### config.mk
export PLATFORM = sky130hd
export DESIGN_NAME = axi4_lite_reg_responder
export DESIGN_NICKNAME = d
export VERILOG_FILES = /design/src/rtl/axi4_lite_resp_pkg.sv /design/src/rtl/axi4_lite_reg_file.sv /design/src/rtl/axi4_lite_reg_responder.sv
export SDC_FILE = /design/constraint.sdc
export NUM_CORES = 1
export LEC_CHECK = 0
export ABC_AREA = 1
export BUFFER_PORTS_ARGS = -buffer_cell sky130_fd_sc_hd__buf_4
export CORE_AREA = 5 5 268 270
export DETAILED_ROUTE_END_ITERATION = 10
export DIE_AREA = 0 0 273 275
export PLACE_DENSITY = 0.64
export SLEW_MARGIN = 20
export SYNTH_ARGS = -nofsm -noshare
export SYNTH_HDL_FRONTEND = slang
export SYNTH_SLANG_ARGS = --single-unit
### constraint.sdc
create_clock -name clk -period 7.3 [get_ports clk]
set_clock_uncertainty 0.1 [all_clocks]
set_input_delay 2.19 -clock clk [delete_from_list [all_inputs] [get_ports clk]]
set_output_delay 2.19 -clock clk [all_outputs]
set_load 0.1 [all_outputs]
### src/rtl/axi4_lite_resp_pkg.sv
// Shared types and helpers for the AXI4-Lite register responder:
// response codes, responder FSM states and the address decode rule.
package axi4_lite_resp_pkg;

   localparam logic [1:0] RESP_OKAY   = 2'b00;
   localparam logic [1:0] RESP_SLVERR = 2'b10;
   localparam logic [1:0] RESP_DECERR = 2'b11;

   // Width of the response latency counter (latency range 0..1023)
   localparam int LAT_W = 10;

   typedef enum logic [2:0] {
      IDLE,
      WR_COLLECT,
      WR_WAIT,
      WR_RESP,
      RD_WAIT,
      RD_RESP
   } resp_state_e;

   // Classify an access. Out-of-window wins over misalignment, which wins
   // over a write to a read-only register. Addresses are zero-extended to
   // 64 bits; the below-base test runs first so the offset never wraps.
   function automatic logic [1:0] decode_resp(input logic [63:0] addr,
                                              input logic        is_write,
                                              input logic [63:0] base,
                                              input int unsigned num_regs,
                                              input logic        ro);
      logic [63:0] off;
      off = addr - base;
      if ((addr < base) || (off >= (64'(num_regs) * 64'd4))) return RESP_DECERR;
      if (addr[1:0] != 2'b00)                               return RESP_SLVERR;
      if (is_write && ro)                                   return RESP_SLVERR;
      return RESP_OKAY;
   endfunction

endpackage

### src/rtl/axi4_lite_reg_file.sv
// NUM_REGS x 32-bit register storage with byte-strobe merge, read-only
// protection and a one-cycle write pulse per register.
module axi4_lite_reg_file #(
   parameter int                  NUM_REGS      = 16,
   parameter logic [NUM_REGS-1:0] READONLY_MASK = '0,
   localparam int                 IDXW          = $clog2(NUM_REGS)
) (
   input  logic                     clk,
   input  logic                     rst,
   input  logic                     wr_en_i,
   input  logic [IDXW-1:0]          wr_idx_i,
   input  logic [31:0]              wr_data_i,
   input  logic [3:0]               wr_strb_i,
   input  logic [IDXW-1:0]          rd_idx_i,
   output logic [31:0]              rd_data_o,
   output logic [NUM_REGS*32-1:0]   regs_o,
   output logic [NUM_REGS-1:0]      wr_pulse_o
);

   logic [NUM_REGS-1:0][31:0] regs_q, regs_d;
   logic [NUM_REGS-1:0]       pulse_q, pulse_d;

   // Merge enabled byte lanes into the addressed register; read-only regs never change
   always_comb begin
      regs_d  = regs_q;
      pulse_d = '0;
      for (int i = 0; i < NUM_REGS; i++) begin
         if (wr_en_i && (wr_idx_i == IDXW'(i)) && !READONLY_MASK[i]) begin
            pulse_d[i] = 1'b1;
            for (int b = 0; b < 4; b++) begin
               if (wr_strb_i[b]) regs_d[i][8*b +: 8] = wr_data_i[8*b +: 8];
            end
         end
      end
   end

   // Register storage and write pulse
   always_ff @(posedge clk) begin
      if (rst) begin
         regs_q  <= '0;
         pulse_q <= '0;
      end else begin
         regs_q  <= regs_d;
         pulse_q <= pulse_d;
      end
   end

   // Read mux; an index past NUM_REGS reads zero
   always_comb begin
      rd_data_o = '0;
      for (int i = 0; i < NUM_REGS; i++) begin
         if (rd_idx_i == IDXW'(i)) rd_data_o = regs_q[i];
      end
   end

   assign regs_o     = regs_q;
   assign wr_pulse_o = pulse_q;

endmodule

### src/rtl/axi4_lite_reg_responder.sv
// AXI4-Lite subordinate terminating the UART-AXI4 bridge master port.
// One transaction in flight; response after RESP_LATENCY+1 cycles.
// Optional macro AXIUART_RESP_STALL_EN adds resp_stall, which freezes the
// latency counter and blocks new requests.
module axi4_lite_reg_responder
   import axi4_lite_resp_pkg::*;
#(
   parameter int                    ADDR_WIDTH    = 32,
   parameter int                    NUM_REGS      = 16,
   parameter logic [ADDR_WIDTH-1:0] BASE_ADDR     = 'h1000,
   parameter int                    RESP_LATENCY  = 2,
   parameter logic [NUM_REGS-1:0]   READONLY_MASK = '0
) (
   input  logic                   clk,
   input  logic                   rst,
`ifdef AXIUART_RESP_STALL_EN
   input  logic                   resp_stall,
`endif
   input  logic [ADDR_WIDTH-1:0]  awaddr,
   input  logic                   awvalid,
   output logic                   awready,
   input  logic [31:0]            wdata,
   input  logic [3:0]             wstrb,
   input  logic                   wvalid,
   output logic                   wready,
   output logic [1:0]             bresp,
   output logic                   bvalid,
   input  logic                   bready,
   input  logic [ADDR_WIDTH-1:0]  araddr,
   input  logic                   arvalid,
   output logic                   arready,
   output logic [31:0]            rdata,
   output logic [1:0]             rresp,
   output logic                   rvalid,
   input  logic                   rready,
   output logic [NUM_REGS*32-1:0] reg_q,
   output logic [NUM_REGS-1:0]    reg_wr_pulse,
   output logic [15:0]            resp_err_count
);

   localparam int               IDXW = $clog2(NUM_REGS);
   localparam logic [LAT_W-1:0] LAT  = LAT_W'(RESP_LATENCY);

   resp_state_e           state_q, state_d;
   logic                  aw_got_q, aw_got_d, w_got_q, w_got_d, is_wr_q, is_wr_d;
   logic [ADDR_WIDTH-1:0] addr_q, addr_d;
   logic [31:0]           wdata_q, wdata_d, rdata_q;
   logic [3:0]            wstrb_q, wstrb_d;
   logic [LAT_W-1:0]      cnt_q, cnt_d;
   logic [1:0]            resp_q, resp_d;
   logic [15:0]           err_q, err_d;
   logic                  aw_hs, w_hs, ar_hs, req_done, enter_resp, commit, rd_load;
   logic [IDXW-1:0]       idx;
   logic                  ro_bit;
   logic                  stall;
   logic [31:0]           rf_rd_data;

`ifdef AXIUART_RESP_STALL_EN
   assign stall = resp_stall;
`else
   assign stall = 1'b0;
`endif

   // Next-state, channel readys, capture muxes and response decode
   always_comb begin
      state_d    = state_q;
      aw_got_d   = aw_got_q;
      w_got_d    = w_got_q;
      is_wr_d    = is_wr_q;
      addr_d     = addr_q;
      wdata_d    = wdata_q;
      wstrb_d    = wstrb_q;
      cnt_d      = cnt_q;
      resp_d     = resp_q;
      err_d      = err_q;
      awready    = 1'b0;
      wready     = 1'b0;
      arready    = 1'b0;
      req_done   = 1'b0;
      enter_resp = 1'b0;
      commit     = 1'b0;
      rd_load    = 1'b0;
      ro_bit     = 1'b0;

      // Readys are held low during reset so nothing is accepted then
      unique case (state_q)
         IDLE: begin
            if (!rst && !stall) begin
               awready = 1'b1;
               wready  = 1'b1;
               arready = !awvalid && !wvalid;
            end
         end
         WR_COLLECT: begin
            if (!rst) begin
               awready = !aw_got_q;
               wready  = !w_got_q;
            end
         end
         default: ;
      endcase

      aw_hs = awvalid && awready;
      w_hs  = wvalid && wready;
      ar_hs = arvalid && arready;

      if (aw_hs) begin
         addr_d   = awaddr;
         aw_got_d = 1'b1;
         is_wr_d  = 1'b1;
      end
      if (w_hs) begin
         wdata_d = wdata;
         wstrb_d = wstrb;
         w_got_d = 1'b1;
         is_wr_d = 1'b1;
      end
      if (ar_hs) begin
         addr_d  = araddr;
         is_wr_d = 1'b0;
      end

      unique case (state_q)
         IDLE: begin
            if ((aw_hs && w_hs) || ar_hs) req_done = 1'b1;
            else if (aw_hs || w_hs)       state_d  = WR_COLLECT;
         end
         WR_COLLECT: begin
            if (aw_got_d && w_got_d) req_done = 1'b1;
         end
         WR_WAIT, RD_WAIT: begin
            if (!stall) begin
               if (cnt_q == '0) enter_resp = 1'b1;
               else             cnt_d      = cnt_q - 1'b1;
            end
         end
         WR_RESP: begin
            if (bready) state_d = IDLE;
         end
         RD_RESP: begin
            if (rready) state_d = IDLE;
         end
         default: state_d = IDLE;
      endcase

      // The counter holds cycles still to wait after this one, so the
      // response rises RESP_LATENCY+1 cycles after the final handshake.
      if (req_done) begin
         if ((LAT == '0) && !stall) begin
            enter_resp = 1'b1;
         end else begin
            state_d = is_wr_d ? WR_WAIT : RD_WAIT;
            cnt_d   = (LAT == '0) ? '0 : LAT - 1'b1;
         end
      end

      idx = IDXW'((addr_d - BASE_ADDR) >> 2);
      for (int i = 0; i < NUM_REGS; i++) begin
         if (idx == IDXW'(i)) ro_bit = READONLY_MASK[i];
      end

      if (enter_resp) begin
         resp_d  = decode_resp(64'(addr_d), is_wr_d, 64'(BASE_ADDR), NUM_REGS, ro_bit);
         state_d = is_wr_d ? WR_RESP : RD_RESP;
         commit  = is_wr_d && (resp_d == RESP_OKAY);
         rd_load = !is_wr_d;
      end

      if ((state_q == WR_RESP && bready) || (state_q == RD_RESP && rready)) begin
         aw_got_d = 1'b0;
         w_got_d  = 1'b0;
         if (resp_q != RESP_OKAY && err_q != 16'hFFFF) err_d = err_q + 16'd1;
      end
   end

   // State and captured-request registers; read data sampled on entry to RD_RESP
   always_ff @(posedge clk) begin
      if (rst) begin
         state_q  <= IDLE;
         aw_got_q <= 1'b0;
         w_got_q  <= 1'b0;
         is_wr_q  <= 1'b0;
         addr_q   <= '0;
         wdata_q  <= '0;
         wstrb_q  <= '0;
         cnt_q    <= '0;
         resp_q   <= RESP_OKAY;
         err_q    <= '0;
         rdata_q  <= '0;
      end else begin
         state_q  <= state_d;
         aw_got_q <= aw_got_d;
         w_got_q  <= w_got_d;
         is_wr_q  <= is_wr_d;
         addr_q   <= addr_d;
         wdata_q  <= wdata_d;
         wstrb_q  <= wstrb_d;
         cnt_q    <= cnt_d;
         resp_q   <= resp_d;
         err_q    <= err_d;
         if (rd_load) rdata_q <= (resp_d == RESP_OKAY) ? rf_rd_data : '0;
      end
   end

   axi4_lite_reg_file #(
      .NUM_REGS      (NUM_REGS),
      .READONLY_MASK (READONLY_MASK)
   ) u_reg_file (
      .clk        (clk),
      .rst        (rst),
      .wr_en_i    (commit),
      .wr_idx_i   (idx),
      .wr_data_i  (wdata_d),
      .wr_strb_i  (wstrb_d),
      .rd_idx_i   (idx),
      .rd_data_o  (rf_rd_data),
      .regs_o     (reg_q),
      .wr_pulse_o (reg_wr_pulse)
   );

   assign bvalid         = (state_q == WR_RESP);
   assign rvalid         = (state_q == RD_RESP);
   assign bresp          = bvalid ? resp_q : RESP_OKAY;
   assign rresp          = rvalid ? resp_q : RESP_OKAY;
   assign rdata          = rdata_q;
   assign resp_err_count = err_q;

endmodule

==> results.ini, run 1 <==
[clock_tree]
cts_buffers=75
postCtsHoldBufs=0
htree_num_levels=3
clk_pin_slew_ns=0.06
cts.path.max_buffers=3
cts_sinks=662
cts_resized=0
clock_tree.root_cell=clkbuf_16
clk_latency_ns=0.63
cts_tree=done
cts_setup_buffers=0

[sta]
min_period_ns=6.084
maxSlewViolCount=0
slew-limit-headroom_pct=21.60
fin_crit_sh_pct=83.35
final.setup.tns_ns=0
hold_viol_final=0
fmax_mhz=164.4
setup-violations-final=0
setup_slack_ns=1.216
tightestPinTransition_ns=1.176
rsz0062_at_grt=no

[die]
dieHeight_um=275
die_area_sq_um=75080
start_util_pct=42.59
placementRows=97
io_pins=692
core_area_sq_um=69300
die_x_um=273

[power]
p_per_area_nw_per_um2=258.0
pwr-share-comb_pct=21.7
netSwitchingFraction_pct=33.37
p_int_mw=6.454
vdd_drop_max_mv=0.1632
power_switching_mw=3.232
power.leakage_nw=15.94
p_clk_share_pct=39.5
seqPwrFrac_pct=38.8

[setup_path]
slowest_stage=nor2_2
cp.arrival_ns=6.50
cp.required_ns=7.71
crit_chain=buf_4 > inv_8 > nand4_4 > nand2_1 > o21ai_0 > nand2_1 > nand2_1 > nor2_1 > nand3_1 > nor2_1 > nand3_1 > nand2_1 > nand3_1 > nor2_2 > nand4_4 > buf_4 > nor2_2 > nand2_1 > o21ai_0 > nor2_1
cp_num_buf_inv=3
startpoint_type=primary input
crit_family=simple AND/OR/NAND/NOR gates
slowest_delay_ns=0.71
critPathMostFrequentCell=nand2_1
worst-path-max-fanout=45
path_class=in -> reg
cp-end-kind=flop

[detailed_routing]
via_per_inst=5.547
post_drt_wl_per_cell_um=22.61
drc_errors=0
drt_iter0_drc=3082
drtAntennaViolNets=0
routed_wl_mm=129.6
dr.pass1.iters=5
vias=31790

[synthesis]
synthDistinctLibCells=46
synth.avg_cell_area_sq_um=6.990
ys_ff_latch=662
synth_flop_cell=dfxtp_1
yosys_warnings=0
synth_edf_count=0
synth_nets=4331
synthArstFlopShare_pct=0
synthCells=4222
synth-seq-area-share_pct=44.91
netlist_area_sq_um=29510

[final_layout]
antenna_cells=0
final_common_cell=nor2_1
utilization_pct=54.18
nets=4850
drive_gt1_share_pct=20.31
syn_to_final_growth_pct=27.22
most-common-layout-cells=nor2_1 (823), buf_4 (737), dfxtp_1 (662)

[hold_path]
hp-class=reg -> reg

[placed_design]
place.gp.congestion=0.9328
dpl.hpwl_mm=97.16
port_buffers=691
dp_worst_setup_slack_ns=0.6839

[status]
status=finished clean

[grt]
grt_remaining_overflow=0
antenna_found_initial=0
grt_pass1_vias=29050
grt_use_total_pct=32.53
grt_pass1_wl_mm=189.2
grt_max_degree=275

[run]
max-cap-violations=0

## layer usage
layer	wire [um]	vias up	track usage (%)
li1	-	15070	-
met4	6988	0	14.51
met1	49330	15090	38.84
met2	62130	1349	55.57
met3	11140	284	8.172
met5	0	-	0
## cells in the mapped netlist (all sizes together) (3+ instances only)
| cell | n | area share, % |
|---|---|---|
| nor2 | 848 | 12 |
| dfxtp | 662 | 45 |
| a21oi | 617 | 10 |
| o21ai | 593 | 10 |
| nand2 | 559 | 7.2 |
| inv | 209 | 2.7 |
| clkbuf | 208 | 2.6 |
| nand3 | 185 | 3.2 |
| buf | 95 | 1.9 |
| nand4 | 81 | 1.8 |
| or2 | 70 | 1.5 |
| nor3 | 32 | 0.54 |
| o21bai | 13 | 0.33 |
| o211ai | 10 | 0.25 |
| a211oi | 6 | 0.15 |
| nor3b | 5 | 0.13 |
| nor4 | 5 | 0.11 |
| clkinv | 4 | 0.051 |
| and2 | 3 | 0.064 |
## worst register-to-register path, stage by stage (launching register included)
cell,delay (ns)
dfxtp_1,0.38
nor2_4,0.21
nand4_4,0.53
nand2_1,0.20
o21ai_0,0.11
nand2_1,0.10
nand2_1,0.06
nor2_1,0.17
nand3_1,0.14
nor2_1,0.20
nand3_1,0.10
nand2_1,0.08
nand3_1,0.08
nor2_2,0.25
nand4_4,0.33
buf_4,0.34
nor2_2,0.71
nand2_1,0.38
o21ai_0,0.27
nor2_1,0.05
## power groups by stage
stage          Combinational [mW]  Clock [mW]  Sequential (mW)
3_3_place_gp                 2.07           0             3.83
4_1_cts                      2.08        3.87             3.76
2_1_floorplan                1.38           0             3.83
3_5_place_dp                 2.07           0             3.84
5_1_grt                      2.28        4.01             3.77
6_report                     2.10        3.82             3.76
## through the flow
step           total power, mW  instance area (sq um)  instances  hold WS (ns)
2_1_floorplan            5.203                  29510       4222        0.3357
4_1_cts                  9.707                  37490       5729        0.3649
6_report                 9.687                  37550       5731        0.3670
3_3_place_gp             5.903                  35040       5602        0.3508
5_1_grt                  10.06                  37550       5731        0.3841
3_5_place_dp             5.910                  35040       5602        0.3555
## kinds of logic after synthesis
kind of cell               share of synthesized area, %
AOI/OAI and AO/OA                                 21.49
DFF                                               44.91
adders and majority gates                       0.08478
xor gates and xnor gates                        0.08905
buffers and inverters                             7.275
and+or+nand+nor                                   26.15
## flip-flops by register name, summed over array words and instances, names as in the netlist, 2 cells and up
register	flops
addr_q	32
cnt_q	10
rdata	32
resp_err_count	16
resp_q	2
state_q	3
u_reg_file.regs_o	512
u_reg_file.wr_pulse_o	16
wdata_q	32
wstrb_q	4
## final cells by class
class                   instances  area (sq um)
fillers                      6741         31750
multi-input cells            3044         14150
flip-flops and latches        662         13250
repair buffers                745          5699
clock buffers                 111          2267
well taps                     940          1176
inverters                     213         817.0
clock inverters                16         183.9
## final timing paths
kind                                start                            endpoint  slack, ns  cells past startpoint
setup reg to reg  state_q[1]$_SDFFE_PP0P_  u_reg_file.regs_o[41]$_SDFFE_PP0P_       2.42                     19
setup / recovery                      rst  u_reg_file.regs_o[41]$_SDFFE_PP0P_       1.22                     20
hold reg to reg    rdata[20]$_SDFFE_PP0P_              rdata[20]$_SDFFE_PP0P_       0.37                      2
hold / removal     rdata[20]$_SDFFE_PP0P_              rdata[20]$_SDFFE_PP0P_       0.37                      2
Power figures use the tool's default switching activity.
==> inputs of run 2 (changes only) <==
--- a/config.mk
+++ b/config.mk
@@ -5,12 +5,12 @@
 export SDC_FILE = /design/constraint.sdc
 export NUM_CORES = 1
 export LEC_CHECK = 0
-export ABC_AREA = 1
+export ABC_AREA = 0
 export BUFFER_PORTS_ARGS = -buffer_cell sky130_fd_sc_hd__buf_4
-export CORE_AREA = 5 5 268 270
+export CORE_AREA = 5 5 267 269
 export DETAILED_ROUTE_END_ITERATION = 10
-export DIE_AREA = 0 0 273 275
-export PLACE_DENSITY = 0.64
+export DIE_AREA = 0 0 272 274
+export PLACE_DENSITY = 0.67
 export SLEW_MARGIN = 20
 export SYNTH_ARGS = -nofsm -noshare
 export SYNTH_HDL_FRONTEND = slang
==> constraint.sdc (replaced) <==
create_clock -name clk -period 6 [get_ports clk]
set_clock_uncertainty 0.1 [all_clocks]
set_input_delay 1.8 -clock clk [delete_from_list [all_inputs] [get_ports clk]]
set_output_delay 1.8 -clock clk [all_outputs]
set_load 0.1 [all_outputs]
==> run 2 against run 1 <==
  * Critical endpoint is now rdata[19]$_SDFFE_PP0P_
  * Register-to-register slack worse by 0.89 ns
  * Combinational power up 19%
  * Sequential power up 21%
  * Count of clock-buffer cells in the layout down 3
  * Non-clock buffer count up 81
  * Final area up 7.7%
  * Largest power group unchanged
  * Final cell count down 15%
  * Largest cell class unchanged
  * Core utilization up 5.0 points
  * Highest routed layer is now met5
==> results.ini, run 2 <==
[detailed_routing]
dr.pass1.iters=6  ; was 5
drc_errors=0  ; unchanged
vias=29210  ; was 31.79k
via_per_inst=5.992  ; was 5.547
post_drt_wl_per_cell_um=29.65  ; was 22.61 um
drtAntennaViolNets=0  ; unchanged
routed_wl_mm=144.6  ; was 129.6 mm
drt_iter0_drc=3232  ; was 3082

[clock_tree]
cts_buffers=74  ; was 75
clk_latency_ns=0.63  ; about the same
clk_pin_slew_ns=0.06  ; about the same
postCtsHoldBufs=0  ; unchanged
cts_resized=0  ; unchanged
clock_tree.root_cell=clkbuf_16  ; unchanged
cts_sinks=662  ; unchanged
cts_tree=done  ; unchanged
htree_num_levels=3  ; unchanged
cts_setup_buffers=0  ; unchanged
cts.path.max_buffers=3  ; unchanged

[setup_path]
critPathCapture=rdata[19]$_SDFFE_PP0P_  ; was u_reg_file.regs_o[41]$_SDFFE_PP0P_
cp.arrival_ns=5.64  ; was 6.50 ns
worst-path-max-fanout=35  ; was 45
path_class=in -> reg  ; unchanged
crit_chain=buf_8 > a2111o_1 > buf_4 > o21ai_0 > a31oi_4 > buf_12 > nor2_2 > a221o_1 > a211oi_1 > or4_1 > o21ai_0  ; was buf_4 > inv_8 > nand4_4 > nand2_1 > o21ai_0 > nand2_1 > nand2_1 > nor2_1 > nand3_1 > nor2_1 > nand3_1 > nand2_1 > nand3_1 > nor2_2 > nand4_4 > buf_4 > nor2_2 > nand2_1 > o21ai_0 > nor2_1
startpoint_type=primary input  ; unchanged
path_depth=11  ; was 20
crit_family=compound AO/OA/AOI/OAI gates  ; was simple AND/OR/NAND/NOR gates
r2r_cells=10  ; was 19
slowest_delay_ns=0.89  ; was 0.71 ns
crit_start=rst  ; unchanged
cp.required_ns=6.44  ; was 7.71 ns
reg2reg_slack_ns=1.53  ; was 2.42 ns
regToRegEndpoint=rdata[19]$_SDFFE_PP0P_  ; was u_reg_file.regs_o[41]$_SDFFE_PP0P_
critPathMostFrequentCell=o21ai_0  ; was nand2_1
cp-end-kind=flop  ; unchanged
cp_num_buf_inv=3  ; unchanged
rr_startpoint=state_q[2]$_SDFFE_PP0P_  ; was state_q[1]$_SDFFE_PP0P_
slowest_stage=nor2_2  ; unchanged

[sta]
tightestPinTransition_ns=1.153  ; was 1.176 ns
maxSlewViolCount=0  ; unchanged
min_period_ns=5.205
fmax_mhz=192.1
slew-limit-headroom_pct=23.08  ; was 21.60%
fin_crit_sh_pct=86.75
setup_slack_ns=0.7949  ; was 1.216 ns
hold_viol_final=0  ; unchanged
final.setup.tns_ns=0  ; unchanged
holdWs_ns=0.3801  ; was 0.3670 ns
setup-violations-final=0  ; unchanged
rsz0062_at_grt=no  ; unchanged

[synthesis]
ys_top_cells_by_area=dfxtp_1 (43%), mux2i_1 (18%), nand2b_1 (10%), nand2_1 (3.6%), nand2_8 (2.6%)  ; was dfxtp_1 (45%), nor2_1 (11%), a21oi_1 (10%), o21ai_0 (8.3%), nand2_1 (7.0%)
synth.avg_cell_area_sq_um=9.551  ; was 6.990 sq um
synthArstFlopShare_pct=0  ; unchanged
yosysTopAreaCellShare_pct=42.52  ; was 44.91%
yosys_warnings=0  ; unchanged
synth_nets=3372  ; was 4331
ys_ff_latch=662  ; unchanged
synthCells=3263  ; was 4222
yosys-top-cells-count=dfxtp_1 (662), mux2i_1 (555), nand2b_1 (517)  ; was nor2_1 (827), dfxtp_1 (662), a21oi_1 (617)
post-synth-top-count-cell=dfxtp_1  ; was nor2_1
netlist_area_sq_um=31170  ; was 29510 sq um
yosys.area.top_type=dfxtp_1  ; unchanged
synth_edf_count=0  ; unchanged
synth_flop_cell=dfxtp_1  ; unchanged
synth-seq-area-share_pct=42.52  ; was 44.91%
synthDistinctLibCells=87  ; was 46

[hold_path]
hp-class=reg -> reg  ; unchanged

[final_layout]
largest_reg_flops=512  ; unchanged
utilization_pct=59.15  ; was 54.18%
nFillCells=6094  ; was 6741
finalInstanceArea_sq_um=40430  ; was 37550 sq um
final_common_cell=buf_4  ; was nor2_1
nets=4042  ; was 4850
antenna_cells=0  ; unchanged
most-common-layout-cells=buf_4 (814), dfxtp_1 (662), mux2i_1 (555)  ; was nor2_1 (823), buf_4 (737), dfxtp_1 (662)
drive_gt1_share_pct=27.52  ; was 20.31%
syn_to_final_growth_pct=29.72  ; was 27.22%

[die]
dieHeight_um=274  ; was 275 um
io_pins=692  ; unchanged
core_area_sq_um=68350  ; was 69300 sq um
start_util_pct=45.60  ; was 42.59%
placementRows=96  ; was 97
die_area_sq_um=74530  ; was 75080 sq um
die_x_um=272  ; was 273 um

[grt]
grt_remaining_overflow=0  ; unchanged
antenna_found_initial=4  ; was 0
grt_use_total_pct=36.71  ; was 32.53%
grt_pass1_wl_mm=203.3  ; was 189.2 mm
grt_max_degree=209  ; was 275
grt_pass1_vias=27570  ; was 29.05k

[placed_design]
port_buffers=691  ; unchanged
dpl.hpwl_mm=104.7  ; was 97.16 mm
place.gp.congestion=0.9369  ; was 0.9328
dp_worst_setup_slack_ns=0.2102  ; was 0.6839 ns
post_dp_cell_area_sq_um=37800  ; was 35040 sq um

[run]
max-cap-violations=0  ; unchanged

[status]
status=finished clean  ; unchanged

[power]
power.leakage_nw=19.01  ; was 15.94 nW
vdd_drop_max_mv=0.1874  ; was 0.1632 mV
p_per_area_nw_per_um2=295.9  ; was 258.0 nW/um^2

## run 2: worst min-delay path by stage
| stage | from | end | slack (ns) | cells after the start |
|---|---|---|---|---|
| after floorplan | cnt_q[3]$_SDFFE_PP0P_ | cnt_q[3]$_SDFFE_PP0P_ | 0.34 | 2 |
| after detailed placement | rdata[15]$_SDFFE_PP0P_ | rdata[15]$_SDFFE_PP0P_ | 0.35 | 2 |
| final | rdata[7]$_SDFFE_PP0P_ | rdata[7]$_SDFFE_PP0P_ | 0.38 | 2 |
| after global routing | rdata[15]$_SDFFE_PP0P_ | rdata[15]$_SDFFE_PP0P_ | 0.37 | 2 |
| after global placement | rdata[15]$_SDFFE_PP0P_ | rdata[15]$_SDFFE_PP0P_ | 0.34 | 2 |
| after CTS | rdata[15]$_SDFFE_PP0P_ | rdata[15]$_SDFFE_PP0P_ | 0.37 | 2 |
## run 2: layer usage
layer  global-route usage, %  up-vias  part of all wire (%)  wire length, um
met5                       0        -                 0.021               31
met4                   13.49        4                   4.4             6416
met3                   8.164      319                   8.8            12790
met2                   59.91     1676                    46            66540
met1                   47.91    14450                    41            58780
li1                        -    12770                     -                -
## run 2: layout make-up
class	count	area (sq um)	share of cell area, %
clock buffers	108	2223	5.500
clock inverters	28	404.1	0.9997
inverters	39	146.4	0.3621
multi-input cells	2330	16950	41.93
flip-flops and latches	662	13250	32.78
well taps	882	1104	2.730
repair buffers	826	6346	15.70
## run 2: tightest hold or removal path, cell delays in order, from the launching register on
cell and delay (ns):
dfxtp_1 0.32, nand2_1 0.06, o31ai_1 0.05
## run 2: stage by stage
stage / std cells / total power [mW]
finish: 4875 / 11.96
global route: 4875 / 12.26
CTS: 4875 / 11.92
detailed placement: 4739 / 7.066
global placement: 4739 / 7.058
floorplan: 3263 / 6.006
## run 2: kinds of logic after synthesis
family          after synthesis  synth area share, %
compound gates              494                10.56
flops                       662                42.52
mux                         572                18.48
simple gates               1244                24.14
fa+ha+maj                     2              0.08028
buf+inv                     271                3.714
xor+xnor                     18               0.5058
## run 2: report_power, final
group          switching [mW]  total (mW)  leakage (nW)  internal [mW]
combinational            1.77        2.50          12.4          0.721
sequential             0.0652        4.55          5.34           4.48
clock                    1.98        4.92          1.26           2.94
